## config.mk

```make
export PLATFORM = sky130hd
export DESIGN_NAME = uart_tx_fifo
export DESIGN_NICKNAME = d
export VERILOG_FILES = /design/src/rtl/uart_tx_fifo.sv
export SDC_FILE = /design/constraint.sdc
export NUM_CORES = 1
export LEC_CHECK = 0
export BUFFER_PORTS_ARGS = -buffer_cell sky130_fd_sc_hd__buf_2
export CAP_MARGIN = 10
export CORE_UTILIZATION = 45
export CTS_BUF_LIST = sky130_fd_sc_hd__clkbuf_16
export CTS_CLUSTER_DIAMETER = 80
export DETAILED_ROUTE_END_ITERATION = 7
export PLACE_DENSITY = 0.69
export SETUP_SLACK_MARGIN = 0.3
export SKIP_LAST_GASP = 1
export SLEW_MARGIN = 15
export SYNTH_ARGS = -nofsm -noshare
export SYNTH_HDL_FRONTEND = slang
export SYNTH_SLANG_ARGS = --single-unit
export TNS_END_PERCENT = 10
```

## constraint.sdc

```tcl
create_clock -name clk -period 7 [get_ports clk]
set_input_delay 1.4 -clock clk [delete_from_list [all_inputs] [get_ports clk]]
set_output_delay 1.4 -clock clk [all_outputs]
set_load 0.01 [all_outputs]
```

## src/rtl/uart_tx_fifo.sv

```systemverilog
// Purpose: byte FIFO feeding a UART transmitter's start/tx_data_in handshake, one launch per stored byte in order.
// Latency: byte written at edge N into an idle, empty block -> start high from edge N+1 to N+2, tx_data_in valid from N+1.
// Backpressure: wr_ready = !full (registered count); optional UART_TX_FIFO_STATS_EN adds launch/drop counters.
module uart_tx_fifo #(
    parameter int DATA_WIDTH = 8,
    parameter int DEPTH      = 16,
    parameter int GAP_CYCLES = 2
) (
    input  logic                         clk,
    input  logic                         rst,
    input  logic [DATA_WIDTH-1:0]        wr_data,
    input  logic                         wr_valid,
    output logic                         wr_ready,
    output logic [DATA_WIDTH-1:0]        tx_data_in,
    output logic                         start,
    input  logic                         tx_active,
    input  logic                         done_tx,
    output logic [$clog2(DEPTH):0]       count,
    output logic                         empty,
    output logic                         full
`ifdef UART_TX_FIFO_STATS_EN
    ,
    output logic [15:0]                  tx_count,
    output logic [15:0]                  drop_count,
    input  logic                         stats_clr
`endif
);

    localparam int AW = $clog2(DEPTH);
    localparam int CW = AW + 1;

    typedef enum logic [2:0] {
        S_IDLE,
        S_LAUNCH,
        S_WAIT_DONE,
        S_GAP,
        S_DRAIN
    } state_t;

    logic [DATA_WIDTH-1:0] mem [DEPTH];
    logic [AW-1:0]         wr_ptr_q, rd_ptr_q;
    logic [CW-1:0]         count_q;
    state_t                state_q, state_d;
    logic [7:0]            gap_q, gap_d;
    logic [DATA_WIDTH-1:0] tx_data_q, tx_data_d;
    logic                  start_q, start_d;
    logic                  pop;
    logic                  wr_en;
    logic                  empty_w, full_w;

    assign empty_w    = (count_q == '0);
    assign full_w     = (count_q == CW'(DEPTH));
    assign wr_en      = wr_valid && !full_w;

    assign count      = count_q;
    assign empty      = empty_w;
    assign full       = full_w;
    assign wr_ready   = !full_w;
    assign tx_data_in = tx_data_q;
    assign start      = start_q;

    // Storage array; contents need no reset since count gates every read.
    always_ff @(posedge clk) begin
        if (wr_en) begin
            mem[wr_ptr_q] <= wr_data;
        end
    end

    // Pointers wrap naturally (DEPTH is a power of two); count is an independent up/down counter.
    always_ff @(posedge clk or negedge rst) begin
        if (!rst) begin
            wr_ptr_q <= '0;
            rd_ptr_q <= '0;
            count_q  <= '0;
        end else begin
            if (wr_en) begin
                wr_ptr_q <= wr_ptr_q + AW'(1);
            end
            if (pop) begin
                rd_ptr_q <= rd_ptr_q + AW'(1);
            end
            case ({wr_en, pop})
                2'b10:   count_q <= count_q + CW'(1);
                2'b01:   count_q <= count_q - CW'(1);
                default: count_q <= count_q;
            endcase
        end
    end

    // Launch FSM state, gap counter and registered UART-facing outputs.
    always_ff @(posedge clk or negedge rst) begin
        if (!rst) begin
            state_q   <= S_IDLE;
            gap_q     <= '0;
            tx_data_q <= '0;
            start_q   <= 1'b0;
        end else begin
            state_q   <= state_d;
            gap_q     <= gap_d;
            tx_data_q <= tx_data_d;
            start_q   <= start_d;
        end
    end

    // Next-state logic: launch head byte, wait for completion, idle gap, then wait for UART to settle.
    always_comb begin
        state_d   = state_q;
        gap_d     = gap_q;
        tx_data_d = tx_data_q;
        start_d   = 1'b0;
        pop       = 1'b0;
        case (state_q)
            S_IDLE: begin
                if (!empty_w && !tx_active) begin
                    state_d   = S_LAUNCH;
                    tx_data_d = mem[rd_ptr_q];
                    start_d   = 1'b1;
                    pop       = 1'b1;
                end
            end
            S_LAUNCH: begin
                state_d = S_WAIT_DONE;
            end
            S_WAIT_DONE: begin
                if (done_tx) begin
                    if (GAP_CYCLES == 0) begin
                        state_d = S_DRAIN;
                    end else begin
                        state_d = S_GAP;
                        gap_d   = 8'(GAP_CYCLES);
                    end
                end
            end
            S_GAP: begin
                if (gap_q == 8'd0) begin
                    state_d = S_DRAIN;
                end else begin
                    gap_d = gap_q - 8'd1;
                end
            end
            S_DRAIN: begin
                // A level-held done_tx must drop before the next launch is considered.
                if (!done_tx && !tx_active) begin
                    state_d = S_IDLE;
                end
            end
            default: begin
                state_d = S_IDLE;
            end
        endcase
    end

`ifdef UART_TX_FIFO_STATS_EN
    logic [15:0] tx_count_q, drop_count_q;

    assign tx_count   = tx_count_q;
    assign drop_count = drop_count_q;

    // Saturating launch and refused-write counters; clear wins over increment.
    always_ff @(posedge clk or negedge rst) begin
        if (!rst) begin
            tx_count_q   <= '0;
            drop_count_q <= '0;
        end else if (stats_clr) begin
            tx_count_q   <= '0;
            drop_count_q <= '0;
        end else begin
            if (pop && (tx_count_q != 16'hFFFF)) begin
                tx_count_q <= tx_count_q + 16'd1;
            end
            if (wr_valid && full_w && (drop_count_q != 16'hFFFF)) begin
                drop_count_q <= drop_count_q + 16'd1;
            end
        end
    end
`endif

endmodule

```

==> results of run 1 <==
-- routing by layer --
metal	vias up	share of wire, %
met2	96	49
li1	1592	-
met5	-	0
met4	0	0.76
met1	1775	45
met3	8	5.3
-- placed cells by master, fill, tap and decap left out, types with 9 or more instances in the layout --
| cell | count |
|---|---|
| sky130_fd_sc_hd__dfrtp_1 | 31 |
| sky130_fd_sc_hd__clkbuf_16 | 17 |
| sky130_fd_sc_hd__ha_1 | 11 |
| sky130_fd_sc_hd__xnor2_1 | 9 |
| sky130_fd_sc_hd__o21ai_0 | 14 |
| sky130_fd_sc_hd__nor2_1 | 22 |
| sky130_fd_sc_hd__edfxtp_1 | 128 |
| sky130_fd_sc_hd__mux4_2 | 32 |
| sky130_fd_sc_hd__nand2_1 | 22 |
| sky130_fd_sc_hd__buf_2 | 29 |
| sky130_fd_sc_hd__mux2i_1 | 10 |
| sky130_fd_sc_hd__a21oi_1 | 9 |
-- sequential cells by signal, indices dropped and copies added, names as in the netlist --
name / count
count: 5
wr_ptr_q: 4
start: 1
state_q: 3
tx_data_in: 8
mem: 128
gap_q: 8
rd_ptr_q: 4
-- critical path: cells and delay by family --
family	cells	cell delay [ps]
fa+ha+maj	2	650
compound gates	2	750
buf+inv	2	220
xor+xnor	1	130
simple gates	2	760
-- report_power, final --
group	total, mW	switching [mW]	leakage (nW)	internal [mW]
clock	0.835	0.379	0.251	0.456
sequential	1.39	0.189	1.56	1.20
combinational	0.824	0.422	0.789	0.402
-- through the flow --
| step | setup slack [ps] | hold WS (ps) |
|---|---|---|
| floorplan | 3300 | 452 |
| CTS | 3440 | 502 |
| global route | 3180 | 511 |
| detailed placement | 3010 | 493 |
| finish | 3370 | 496 |
| global placement | 3110 | 468 |
-- cell families (layout without fill, tap and decap cells) --
family,after synthesis,count (layout),share of synthesized area [%]
and+or+nand+nor,77,77,5.91
xor gates and xnor gates,12,12,1.58
DFF,161,161,70.2
AOI/OAI and AO/OA,52,52,5.30
buffers and inverters,28,72,1.94
muxes,46,46,13.0
adders and majority gates,11,11,2.07
-- layout make-up --
class	instances	area, um2
clock buffers	17	425
inverters	8	30.0
clock inverters	13	101
multi-input cells	198	1850
repair buffers	34	183
flip-flops and latches	161	4670
well taps	184	230
fillers	1171	6980
-- how the worst max path moves through the flow --
stage / start / endpoint / slack, ps
3_3_place_gp: tx_active / count[4]$_DFFE_PN0P_ / 3110
4_1_cts: wr_valid / count[4]$_DFFE_PN0P_ / 3440
3_5_place_dp: tx_active / count[4]$_DFFE_PN0P_ / 3010
2_1_floorplan: tx_active / count[4]$_DFFE_PN0P_ / 3300
6_report: wr_valid / count[4]$_DFFE_PN0P_ / 3370
5_1_grt: tx_active / count[4]$_DFFE_PN0P_ / 3180
==> results_tabular.tex, run 1 <==
\begin{tabular}{lr}
\hline
Metric & Value \\
\hline
\multicolumn{2}{l}{\textbf{Detailed routing}} \\
Count of routing violations after the opening detailed-route iteration & 290 \\
Aggregate routed wire length & 12.5 mm \\
Drc violations & 0 \\
Remaining antenna violation count & 0 \\
Total vias in the final route & 3471 \\
Length of the first detailed-routing pass in iterations & 4 \\
Per-cell via count in the routed design & 5.64 \\
Detailed-route wire length per cell & 20.3 um \\
\multicolumn{2}{l}{\textbf{Clocking}} \\
Clock-pin slew on the worst setup and hold paths & 60 ps \\
CTS Buf Count & 17 \\
Total setup buffers inserted after CTS & 0 \\
Number of resized instances in the post-cts repair step & 0 \\
Total clock sinks & 161 \\
Number of hold buffers added after CTS & 0 \\
CTS tree & done \\
Clock latency at the later pin of the worst-skew pair & 420 ps \\
H-tree depth & 4 \\
Clock buffer depth & 2 \\
Cell at the root of the clock tree & sky130\_fd\_sc\_hd\_\_clkbuf\_16 \\
\multicolumn{2}{l}{\textbf{Critical path}} \\
Critical Setup Path Class & primary input to register \\
Startpoint type of the worst setup path & primary input \\
Worst-path fanout max & 13 \\
Data arrival time of the worst path & 3920 ps \\
Slack of the worst reg-to-reg path & 3620 ps \\
Cells along the critical path & buf\_2, a21boi\_1, inv\_1, ha\_1, ha\_1, or4b\_2, o32ai\_1, nor4b\_1, xnor2\_1 \\
Origin of the critical flop-to-flop path & count[1]\$\_DFFE\_PN0P\_ \\
Reg2reg path depth & 9 \\
Required time of the worst setup path & 7290 ps \\
Reg-to-reg critical path endpoint & count[4]\$\_DFFE\_PN0P\_ \\
Setup crit end kind & register \\
Slowest cell on the critical path & sky130\_fd\_sc\_hd\_\_or4b\_2 \\
Delay of the slowest cell on the worst path & 650 ps \\
CP most frequent cell & sky130\_fd\_sc\_hd\_\_ha\_1 \\
\multicolumn{2}{l}{\textbf{Final layout}} \\
Area added between synthesis and finish & 12.7\% \\
Post-route core utilization & 51.8\% \\
Area of all placed cells without fillers & 0.00750 mm2 \\
Antenna diode instance count & 0 \\
Layout cell share with drive strength beyond 1 & 24.8\% \\
Number of non-filler instances in the completed layout & 615 \\
Final layout net count & 444 \\
\multicolumn{2}{l}{\textbf{Place}} \\
Cells after DPL & 585 \\
Placed cell areas & 0.00697 mm2 \\
DP HPWL & 7.75 mm \\
PortBufs & 29 \\
Weighted congestion reported at the end of routability-driven placement & 0.839 \\
\multicolumn{2}{l}{\textbf{Synthesis}} \\
Sequential element share of the synthesized area & 70.2\% \\
Synthesized flop and latch total & 161 \\
Number of distinct library cells after synthesis & 50 \\
Synth warnings & 0 \\
Count of flip-flops with a built-in enable after synthesis & 128 \\
Most used standard cells in the synthesized netlist & 128 x sky130\_fd\_sc\_hd\_\_edfxtp\_1, 33 x sky130\_fd\_sc\_hd\_\_dfrtp\_1, 32 x sky130\_fd\_sc\_hd\_\_mux4\_2 \\
Top cells by area, synth & sky130\_fd\_sc\_hd\_\_edfxtp\_1 58\%, sky130\_fd\_sc\_hd\_\_dfrtp\_1 12\%, sky130\_fd\_sc\_hd\_\_mux4\_2 11\%, sky130\_fd\_sc\_hd\_\_ha\_1 2.1\%, sky130\_fd\_sc\_hd\_\_mux2i\_1 1.5\% \\
Async S/R FF share, synth & 20.5\% \\
Proportion of netlist area held by the largest area contributor & 57.8\% \\
Post-Syn Area & 0.00665 mm2 \\
Library cell occupying the most area in the post-synthesis netlist & sky130\_fd\_sc\_hd\_\_edfxtp\_1 \\
Syn Nets & 411 \\
Commonest register cell after synthesis & sky130\_fd\_sc\_hd\_\_edfxtp\_1 \\
Average footprint of a synthesized cell & 17.2 um2 \\
Post-synthesis cell count & 387 \\
Top-count cell post-synth & sky130\_fd\_sc\_hd\_\_edfxtp\_1 \\
\multicolumn{2}{l}{\textbf{Hold path}} \\
Type of the tightest min-delay check & register to register \\
Worst min-delay path endpoint & gap\_q[7]\$\_DFFE\_PN0P\_ \\
Hold path cells & 1 \\
HP Start & gap\_q[7]\$\_DFFE\_PN0P\_ \\
\multicolumn{2}{l}{\textbf{GRT}} \\
Met3 track demand over resource in global routing & 4.30\% \\
Antenna violations before repair & 0 \\
Routing usage on met1 & 24.1\% \\
GRT overflow & 0 \\
Pin count of the biggest net entering global routing & 36 \\
Total routing usage reported by global routing & 18.0\% \\
Vias in the first global route & 3527 \\
Global-route wire length before repair & 19.5 mm \\
Routing usage on met2 & 28.9\% \\
Layer carrying the most global-route usage & met2 \\
\multicolumn{2}{l}{\textbf{Timing}} \\
Max Clock Skew & 18.0 ps \\
Maximum operating frequency & 0.275 GHz \\
Transition time at the pin with the least slew margin & 1000 ps \\
Pins over their slew limit & 0 \\
Number of hold violations in the final report & 0 \\
Count of endpoints failing setup in the final report & 0 \\
Period utilisation layout & 51.9\% \\
Unrepaired setup endpoints after global routing & false \\
Max transition margin & 32.8\% \\
Minimum clock period & 3630 ps \\
Final-layout setup total negative slack & 0 ps \\
\multicolumn{2}{l}{\textbf{Floorplanning}} \\
Core region area & 0.0145 mm2 \\
\# IOs & 30 \\
Effective utilization at floorplan & 45.9\% \\
Floorplan die area & 0.0153 mm2 \\
Standard-cell row count & 44 \\
Die H & 124 um \\
Chip width & 124 um \\
\multicolumn{2}{l}{\textbf{Pwr}} \\
Pwr Density & 406 mW/mm2 \\
Worst supply voltage drop on vdd & 0.216 mV \\
Post-layout power & 3.05 mW \\
Leakage & 2.60 nW \\
\multicolumn{2}{l}{\textbf{Flow run}} \\
Max Cap Violations & 0 \\
\multicolumn{2}{l}{\textbf{Status}} \\
Status & completed \\
\hline
\end{tabular}
Power figures use the tool's default switching activity.
==> run 2, diff against run 1 <==
- ABC_AREA: unset -> 1
- PLACE_DENSITY: 0.69 -> 0.72
- clock period: 7 -> 3.3 ns (I/O delays scaled with it)
==> results_tabular.tex, run 2 <==
\begin{tabular}{lr}
\hline
Metric & Value \\
\hline
\multicolumn{2}{l}{\textbf{Clocking}} \\
Number of resized instances in the post-cts repair step & 0 (unchanged) \\
Total setup buffers inserted after CTS & 0 (unchanged) \\
Cell at the root of the clock tree & sky130\_fd\_sc\_hd\_\_clkbuf\_16 \\
Number of hold buffers added after CTS & 0 (unchanged) \\
Total clock sinks & 161 (unchanged) \\
Clock latency at the later pin of the worst-skew pair & 430 ps (about the same) \\
Clock-pin slew on the worst setup and hold paths & 70 ps (about the same) \\
H-tree depth & 4 (unchanged) \\
Clock buffer depth & 2 (unchanged) \\
CTS tree & done \\
CTS Buf Count & 17 (unchanged) \\
\multicolumn{2}{l}{\textbf{Place}} \\
Weighted congestion reported at the end of routability-driven placement & 0.819 (-2.4\%) \\
DP HPWL & 9.94 mm (+28\%) \\
PortBufs & 29 (unchanged) \\
\multicolumn{2}{l}{\textbf{Critical path}} \\
Startpoint type of the worst setup path & register \\
CP most frequent cell & sky130\_fd\_sc\_hd\_\_nand2\_1 \\
Delay of the slowest cell on the worst path & 440 ps (-210 ps) \\
Total stage count of the critical path & 15 (+6) \\
Worst-path fanout max & 11 (-2) \\
Cells along the critical path & nor2\_2, inv\_1, nor2\_2, nand3\_2, inv\_1, ha\_1, xor2\_1, ha\_1, inv\_1, nand2\_1, nand3\_1, nand2\_1, xor2\_1, nand2\_1, nand2\_1 \\
Largest delay contributor family on the critical path & simple AND/OR/NAND/NOR gates \\
Critical Setup Path Class & register to register \\
Setup crit end kind & register \\
Reg2reg path depth & 15 (+6) \\
Data arrival time of the worst path & 2890 ps (-1030 ps) \\
Slowest cell on the critical path & sky130\_fd\_sc\_hd\_\_dfrtp\_1 \\
Worst Path Buf+Inv & 3 (+1) \\
Required time of the worst setup path & 3670 ps (-3620 ps) \\
\multicolumn{2}{l}{\textbf{Timing}} \\
Maximum operating frequency & 0.396 GHz \\
Count of endpoints failing setup in the final report & 0 (unchanged) \\
Pins over their slew limit & 0 (unchanged) \\
Max transition margin & 47.2\% (+14 points) \\
Minimum clock period & 2530 ps \\
Unrepaired setup endpoints after global routing & false \\
Final-layout setup total negative slack & 0 ps (unchanged) \\
Number of hold violations in the final report & 0 (unchanged) \\
Transition time at the pin with the least slew margin & 789 ps (-216 ps) \\
Period utilisation layout & 76.5\% \\
Max Clock Skew & 8.14 ps (-9.88 ps) \\
\multicolumn{2}{l}{\textbf{GRT}} \\
Routing usage on met1 & 27.5\% (+3.4 points) \\
GRT overflow & 0 (unchanged) \\
Antenna violations before repair & 0 (unchanged) \\
Pin count of the biggest net entering global routing & 67 (+86\%) \\
Met3 track demand over resource in global routing & 4.14\% (-0.16 points) \\
Routing usage on met2 & 33.1\% (+4.2 points) \\
Vias in the first global route & 4902 (+39\%) \\
Total routing usage reported by global routing & 20.9\% (+2.9 points) \\
Global-route wire length before repair & 25.9 mm (+33\%) \\
Layer carrying the most global-route usage & met2 \\
\multicolumn{2}{l}{\textbf{Synthesis}} \\
XOR/XNOR Fraction of Synth Area & 1.66\% (+0.079 points) \\
Synthesized flop and latch total & 161 (unchanged) \\
Count of flip-flops with a built-in enable after synthesis & 128 (unchanged) \\
Post-synthesis cell count & 748 (+93\%) \\
Async S/R FF share, synth & 20.5\% (unchanged) \\
Area fraction in compound gates after synthesis & 1.81\% (-3.5 points) \\
Proportion of netlist area held by the largest area contributor & 52.0\% (-5.8 points) \\
Dominant combinational cell family by area after synthesis & simple AND/OR/NAND/NOR gates \\
Top-count cell post-synth & sky130\_fd\_sc\_hd\_\_nand2\_1 \\
Commonest register cell after synthesis & sky130\_fd\_sc\_hd\_\_edfxtp\_1 \\
Sequential element share of the synthesized area & 63.2\% (-7.0 points) \\
Post-synthesis mux area share & 0\% (-13 points) \\
Number of distinct library cells after synthesis & 35 (-30\%) \\
Library cell occupying the most area in the post-synthesis netlist & sky130\_fd\_sc\_hd\_\_edfxtp\_1 \\
Synth warnings & 0 (unchanged) \\
Syn Nets & 772 (+88\%) \\
Top cells by area, synth & sky130\_fd\_sc\_hd\_\_edfxtp\_1 52\%, sky130\_fd\_sc\_hd\_\_nand2\_1 12\%, sky130\_fd\_sc\_hd\_\_dfrtp\_1 11\%, sky130\_fd\_sc\_hd\_\_nand3\_1 7.2\%, sky130\_fd\_sc\_hd\_\_inv\_1 6.5\% \\
Post-Syn Area & 0.00739 mm2 (+11\%) \\
Post-synthesis share of cell area spent on and, or, nand and nor gates & 22.2\% (+16 points) \\
Area share of fa/ha/maj cells after synthesis & 1.86\% (-0.21 points) \\
Average footprint of a synthesized cell & 9.88 um2 (-43\%) \\
Most used standard cells in the synthesized netlist & 233 x sky130\_fd\_sc\_hd\_\_nand2\_1, 128 x sky130\_fd\_sc\_hd\_\_edfxtp\_1, 128 x sky130\_fd\_sc\_hd\_\_inv\_1 \\
\multicolumn{2}{l}{\textbf{Pwr}} \\
Worst supply voltage drop on vdd & 0.427 mV (+98\%) \\
Post-layout power & 7.35 mW (+140\%) \\
Leakage & 3.80 nW (+46\%) \\
Pwr Density & 879 mW/mm2 (+120\%) \\
\multicolumn{2}{l}{\textbf{Final layout}} \\
Total area of multi-input combinational cells & 0.00203 mm2 (+9.6\%) \\
Largest register FFs & 128 (unchanged) \\
Final layout net count & 810 (+82\%) \\
Antenna diode instance count & 0 (unchanged) \\
Area added between synthesis and finish & 13.2\% \\
Register ranked first by flip-flop count & mem \\
FF/Latch Area & 0.00467 mm2 (about the same) \\
Post-route core utilization & 52.5\% (+0.71 points) \\
Layout cell share with drive strength beyond 1 & 12.3\% (-13 points) \\
Commonest non-fill, non-tap cell in the layout & sky130\_fd\_sc\_hd\_\_nand2\_1 \\
Total of fill cells in the finished design & 1385 (+18\%) \\
Most used cells in the layout excluding fill and tap cells & 233 x sky130\_fd\_sc\_hd\_\_nand2\_1, 128 x sky130\_fd\_sc\_hd\_\_edfxtp\_1, 127 x sky130\_fd\_sc\_hd\_\_inv\_1 \\
\multicolumn{2}{l}{\textbf{Floorplanning}} \\
Standard-cell row count & 46 (+4.5\%) \\
\# IOs & 30 (unchanged) \\
Effective utilization at floorplan & 46.4\% (+0.42 points) \\
Die H & 130 um (+5.3\%) \\
Floorplan die area & 0.0169 mm2 (+11\%) \\
Core region area & 0.0159 mm2 (+10\%) \\
Chip width & 130 um (+5.3\%) \\
\multicolumn{2}{l}{\textbf{Detailed routing}} \\
Total vias in the final route & 5092 (+47\%) \\
Detailed-route wire length per cell & 15.9 um (-22\%) \\
Aggregate routed wire length & 16.2 mm (+29\%) \\
Count of routing violations after the opening detailed-route iteration & 418 (+44\%) \\
Length of the first detailed-routing pass in iterations & 5 (+1) \\
Per-cell via count in the routed design & 5.02 (-11\%) \\
Drc violations & 0 (unchanged) \\
Remaining antenna violation count & 0 (unchanged) \\
\multicolumn{2}{l}{\textbf{Status}} \\
Status & completed \\
\multicolumn{2}{l}{\textbf{Flow run}} \\
Max Cap Violations & 0 (unchanged) \\
\multicolumn{2}{l}{\textbf{Hold path}} \\
Type of the tightest min-delay check & primary input to asynchronous set/reset pin \\
\hline
\end{tabular}
run 2: changes by cell type after synthesis, moves of 9 or more:
cell                      previous run  this run
sky130_fd_sc_hd__buf_2               6        15
sky130_fd_sc_hd__mux2i_1            10         0
sky130_fd_sc_hd__nand3_1             0       107
sky130_fd_sc_hd__buf_4               0         9
sky130_fd_sc_hd__mux4_2             32         0
sky130_fd_sc_hd__xor2_1              3        12
sky130_fd_sc_hd__nor2_1             22        12
sky130_fd_sc_hd__nand2_1            22       233
sky130_fd_sc_hd__inv_1               7       128
run 2: final timing paths:
| path | from | endpoint | slack, ps |
|---|---|---|---|
| max | state_q[2]$_DFFE_PN0P_ | count[4]$_DFFE_PN0P_ | 770 |
| min | rst | gap_q[5]$_DFFE_PN0P_ | 290 |
| max reg2reg | state_q[2]$_DFFE_PN0P_ | count[4]$_DFFE_PN0P_ | 770 |
| min reg2reg | gap_q[0]$_DFFE_PN0P_ | gap_q[0]$_DFFE_PN0P_ | 470 |
| max in group asynchronous | rst | rd_ptr_q[0]$_DFFE_PN0P_ | 2480 |
| min in group clk | gap_q[0]$_DFFE_PN0P_ | gap_q[0]$_DFFE_PN0P_ | 470 |
run 2: layout make-up:
class                   instances  share of cell area, %
well taps                     216                   3.23
flip-flops and latches        161                   55.8
inverters                     132                   5.92
clock buffers                  17                   5.08
multi-input cells             427                   24.3
clock inverters                15                   2.30
repair buffers                 47                   3.35
run 2: through the flow:
step                hold WS (ps)  cell area (um2)  setup WS [ps]  instances
global placement             459             7750            822        983
global route                 344             8370            473       1015
CTS                          307             8370            791       1015
detailed placement           469             7750            766        983
finish                       290             8370            774       1015
floorplan                    364             7390            969        748
run 2: cells by family (layout without fill, tap and decap cells):
logic type / count (synthesis) / in the layout
xor gates and xnor gates: 14 / 14
DFF: 161 / 161
adders and majority gates: 11 / 11
buffers and inverters: 160 / 211
and+or+nand+nor: 380 / 380
AOI/OAI and AO/OA: 22 / 22
run 2: power by group:
part	internal, mW	leakage (nW)	switching (mW)	total [mW]
clock network	1.26	0.296	0.806	2.07
registers	2.53	1.57	0.203	2.73
logic	0.795	1.93	1.76	2.56
run 2: metal layers:
layer | share of wire [%] | vias to the layer above
met1 | 43 | 2442
met5 | 0 | -
met2 | 49 | 148
met4 | 2.7 | 0
li1 | - | 2475
met3 | 5.5 | 27
run 2: worst reg2reg max path: stages (launching register included):
cell	delay, ps
sky130_fd_sc_hd__dfrtp_1	440
sky130_fd_sc_hd__nor2_2	180
sky130_fd_sc_hd__inv_1	70
sky130_fd_sc_hd__nor2_2	110
sky130_fd_sc_hd__nand3_2	240
sky130_fd_sc_hd__inv_1	170
sky130_fd_sc_hd__ha_1	300
sky130_fd_sc_hd__xor2_1	220
sky130_fd_sc_hd__ha_1	170
sky130_fd_sc_hd__inv_1	40
sky130_fd_sc_hd__nand2_1	90
sky130_fd_sc_hd__nand3_1	90
sky130_fd_sc_hd__nand2_1	80
sky130_fd_sc_hd__xor2_1	150
sky130_fd_sc_hd__nand2_1	60
sky130_fd_sc_hd__nand2_1	50
